===== src/rtl/fsc_settle_timer.sv =====
// Loadable down-counter; expired is high once LAT cycles of settling have
// elapsed since the last load, giving LAT+1 settle cycles per vector.
module fsc_settle_timer #(
  parameter int LAT = 1
) (
  input  logic clk,
  input  logic rst,
  input  logic load,
  input  logic en,
  output logic expired
);

  logic [3:0] cnt;

  always_ff @(posedge clk) begin
    if (rst) begin
      cnt <= 4'd0;
    end else if (load) begin
      cnt <= 4'(LAT);
    end else if (en && cnt != 4'd0) begin
      cnt <= cnt - 4'd1;
    end
  end

  assign expired = (cnt == 4'd0);

endmodule


===== config.mk =====
export PLATFORM = sky130hd
export DESIGN_NAME = fsc_settle_timer
export DESIGN_NICKNAME = d
export VERILOG_FILES = /design/src/rtl/fsc_settle_timer.sv
export SDC_FILE = /design/constraint.sdc
export NUM_CORES = 1
export LEC_CHECK = 0
export ABC_AREA = 1
export CAP_MARGIN = 30
export CORE_AREA = 2 2 39 41
export CTS_BUF_LIST = sky130_fd_sc_hd__clkbuf_8
export DETAILED_ROUTE_END_ITERATION = 16
export DIE_AREA = 0 0 41 43
export HOLD_SLACK_MARGIN = 0.03
export SETUP_SLACK_MARGIN = 0.15
export SYNTH_ARGS = -nofsm -noshare
export SYNTH_HDL_FRONTEND = slang
export SYNTH_SLANG_ARGS = --single-unit

===== constraint.sdc =====
create_clock -name clk -period 2 [get_ports clk]
set_input_delay 0.2 -clock clk [delete_from_list [all_inputs] [get_ports clk]]
set_output_delay 0.2 -clock clk [all_outputs]
set_load 0.05 [all_outputs]

## Word level (Yosys, flattened, before mapping)

Index checks and enable logic that the tools add are counted.
Widths: inputs -> output; s select.

| operators by class | value |
|---|---|
| add/subtract/negate cells | 1 |
| multiply operators | 0 |
| divide/modulo/power cells | 0 |
| $lt $le $gt $ge | 0 |
| equality and inequality tests | 0 |
| shift-type cells | 0 |
| mux-type cells | 2 |
| bitwise operators | 0 |
| reductions and logical operators | 5 |

Operator list:

| operator | count |
|---|---|
| $logic_not 4->1 | 1 |
| $reduce_bool 4->1 | 1 |
| $sub 4x1->4 const B | 1 |
| $mux 1 | 2 |
| $reduce_bool 2->1 | 1 |
| $reduce_or 2->1 | 1 |
| $logic_and 1x1->1 | 1 |

| storage, ports and cells | value |
|---|---|
| register bits | 4 |
| bits in latches | 0 |
| RAM bits | 0 |
| memory bits (read-only) | 0 |
| output and inout bits | 1 |
| word-level logic and storage cells | 10 |
| memories kept | 0 |

## Depth between registers and ports, before layout

| logic depth | value |
|---|---|
| depth after elaboration | 4 |
| mapped depth | 8 |

## Worst setup path before layout

No wires, ideal clock.

| path | value |
|---|---|
| path type | register -> output |
| start point | register cnt[0] |
| end point | output port expired |
| arrival | 1.017 ns |
| data required time | 1.800 ns |
| setup slack | 0.783 ns |
| cell stages (with the launch flop) | 5 |
| path buffers | 0 |
| cells stage by stage | dfxtp_1 -> inv_1 -> ha_1 -> nand2_4 -> inv_1 |

| on the way | value |
|---|---|
| cells in the longest elaborated chain, start to end | 1 |

Ends and longest elaborated chain:

| what | line | RTL |
|---|---|---|
| start: declaration | 13 | `logic [3:0] cnt;` |
| start signal: assignment | 19 | `cnt <= 4'(LAT);` |
| start signal: assignment | 21 | `cnt <= cnt - 4'd1;` |
| $logic_not 4->1 | 25 | `assign expired = (cnt == 4'd0);` |
| end: declaration | 10 | `output logic expired` |

Every way passes these cells.

## Worst setup path in the final report

Same ends and word-level chain as after synthesis.

==> metrics.yaml <==
clock_network:
  ctsHoldBuffers: 0
  h-tree-depth: 1
  cts_tree: "yes"
  postCtsSetupRepairBufs: 0
  cts_num_sinks: 4
  worstSkewPairLatency_ns: 0.21
  path_clk_slew_ns: 0.03
  numCtsBuffers: 3
  clockRootBuffer: "clkbuf_8"
  clockBufferDepth: 2
  cts_resized: 0
grt:
  met1_usage_pct: 6.43
  antenna_found_initial: 0
  use_met2_pct: 5.00
  busiest_layer: "met3"
  grt_usage_pct: 5.72
  grt-ovfl-total: 0
  grt_pass1_vias: 153
  grt_max_degree: 7
  grt_pass1_wl_um: 572
  met3_usage_pct: 7.85
detailed_routing:
  drtPass1Iterations: 2
  remaining_drc_errors: 0
  drt-wirelength-per-cell_um: 6.79
  via_per_inst: 3.91
  drtIter0Drc: 7
  ant_nets: 0
  wl_um: 394
  vias: 227
worst_setup_path:
  slowest_stage: "dfxtp_1"
  cp.arrival_ns: 1.25
  worstPathBufferInverterCount: 3
  crit_family: "flip-flops"
  crit_top_cell: "inv_1"
  cp-start-kind: "flip-flop"
  cp_max_fo: 6
  worstSetupEndpointType: "output pin"
  critPathKind: "flip-flop to output pin"
  slowest_delay_ns: 0.35
  path_cells: "inv_1, ha_1, nand2_4, inv_1, buf_4"
  cp.required_ns: 1.80
floorplan:
  start_util_pct: 17.5
  io_pins: 5
  die-area_um2: 1760
  die_h_um: 43
  core.rowCount: 14
  die_w_um: 41
  core_area_um2: 1380
sta:
  maxSlewHeadroom_pct: 82.9
  finalClockSkew_ns: 0.00200
  slew_violations: 0
  hold_viol: 0
  fin_crit_sh_pct: 72.4
  worst_slew_pin_slew_ns: 0.255
  rsz0062_at_grt: "no"
  setup_viol: 0
  setup_ws_ns: 0.552
  tns_ns: 0
  max_freq_mhz: 691
  period_minus_slack_ns: 1.45
logic_synthesis:
  synth_cell_types: 13
  syn_inst: 35
  yosys_warnings: 0
  syn_area_um2: 241
  synth_seq_area_share_pct: 33.2
  postSynthAreaPerCell_um2: 6.90
  ys_ff_latch: 4
  synth_nets: 40
outcome:
  status: "complete, no violations"
power:
  p_leak_nw: 0.158
  pwr_density_cell_nw_per_um2: 899
  power.internal_w: 0.000233
  comb_power_share_pct: 18.0
  ir_drop_uv: 527
  clkPwrFrac_pct: 53.6
  switching_share_pct: 23.7
  power_frac_seq_pct: 28.4
  switchingPower_w: 0.0000725
job:
  drv_cap: 0
min_path:
  worstHoldPathType: "flip-flop to flip-flop"
layout:
  top_register: "cnt"
  postLayoutCellArea_um2: 340
  areaGrowthSynthToFinish_pct: 40.9
  largest_register_ffs: 4
  largestRegisters: "cnt x4"
  final_nets: 49
  layout-drive-gt1-share_pct: 23.8
  antennaDiodeCount: 0
placed_design:
  placed_area_um2: 299
  dp_hpwl_um: 317
  io_buffer_count: 4
  gp_congestion: 0.776
  pre_cts_slack_ns: 0.772
## routing by layer
layer	share of wire (%)	vias up
met2	39	6
li1	-	126
met4	0	0
met1	52	95
met5	0	-
met3	9.1	0
## power groups by stage
stage	registers (W)	clock network [W]	logic [W]
5_1_grt	0.0000871	0.000175	0.0000602
3_3_place_gp	0.0000879	0	0.0000552
6_report	0.0000868	0.000164	0.0000550
3_5_place_dp	0.0000879	0	0.0000555
2_1_floorplan	0.0000873	0	0.0000398
4_1_cts	0.0000869	0.000171	0.0000557
## synthesized netlist by cell type
master / n / area share (%)
inv_1: 6 / 9.3
nand2_1: 5 / 7.8
nor2_1: 5 / 7.8
dfxtp_1: 4 / 33
nand3_1: 4 / 8.3
nand2_4: 2 / 9.3
nand4_1: 2 / 5.2
nor2_2: 2 / 5.2
a21oi_1: 1 / 2.1
a31oi_1: 1 / 2.6
ha_1: 1 / 5.2
inv_2: 1 / 1.6
nand2_2: 1 / 2.6
## cell type report
type,count,area [um^2]
well taps,16,20.0
repair buffers,4,37.5
flip-flops and latches,4,80.1
inverters,7,26.3
fillers,153,1040
multi-input cells,24,135
clock buffers,3,41.3
## worst paths after layout
check                       from             endpoint  cells after the start  slack, ns
max          cnt[0]$_SDFFE_PP0P_              expired                      5       0.55
min          cnt[1]$_SDFFE_PP0P_  cnt[1]$_SDFFE_PP0P_                      2       0.47
max reg2reg  cnt[0]$_SDFFE_PP0P_  cnt[0]$_SDFFE_PP0P_                      8       0.83
min reg2reg  cnt[1]$_SDFFE_PP0P_  cnt[1]$_SDFFE_PP0P_                      2       0.47
## worst register-to-register path: stages, from the launching register on
cell and delay (ns):
dfxtp_1 0.35, inv_1 0.09, ha_1 0.25, nand2_4 0.12
nand2_4 0.06, nand2_2 0.05, nand3_1 0.05, nand2_1 0.06
inv_1 0.03
## cells by family after synthesis
group           share of synthesized area (%)
compound gates                           4.66
buf+inv                                  10.9
fa+ha+maj                                5.18
simple gates                             46.1
flops                                    33.2
## layout by cell type, fill, tap and decap left out, drive strengths merged
| cell type | synthesis | layout |
|---|---|---|
| dfxtp | 4 | 4 |
| clkdlybuf4s50 | 0 | 3 |
| a21oi | 1 | 1 |
| inv | 7 | 7 |
| clkbuf | 0 | 3 |
| ha | 1 | 1 |
| nor2 | 7 | 7 |
| buf | 0 | 1 |
| nand2 | 8 | 8 |
| a31oi | 1 | 1 |
| nand4 | 2 | 2 |
| nand3 | 4 | 4 |
## metrics by stage
| stage | utilization [%] | hold WS, ns | std cells | total power (W) |
|---|---|---|---|---|
| detailed placement | 21.6 | 0.467 | 55 | 0.000143 |
| global route | 24.6 | 0.482 | 58 | 0.000323 |
| finish | 24.6 | 0.465 | 58 | 0.000306 |
| floorplan | - | 0.335 | 35 | 0.000127 |
| CTS | 24.6 | 0.471 | 58 | 0.000313 |
| global placement | 21.6 | 0.462 | 55 | 0.000143 |
Power figures use the tool's default switching activity.
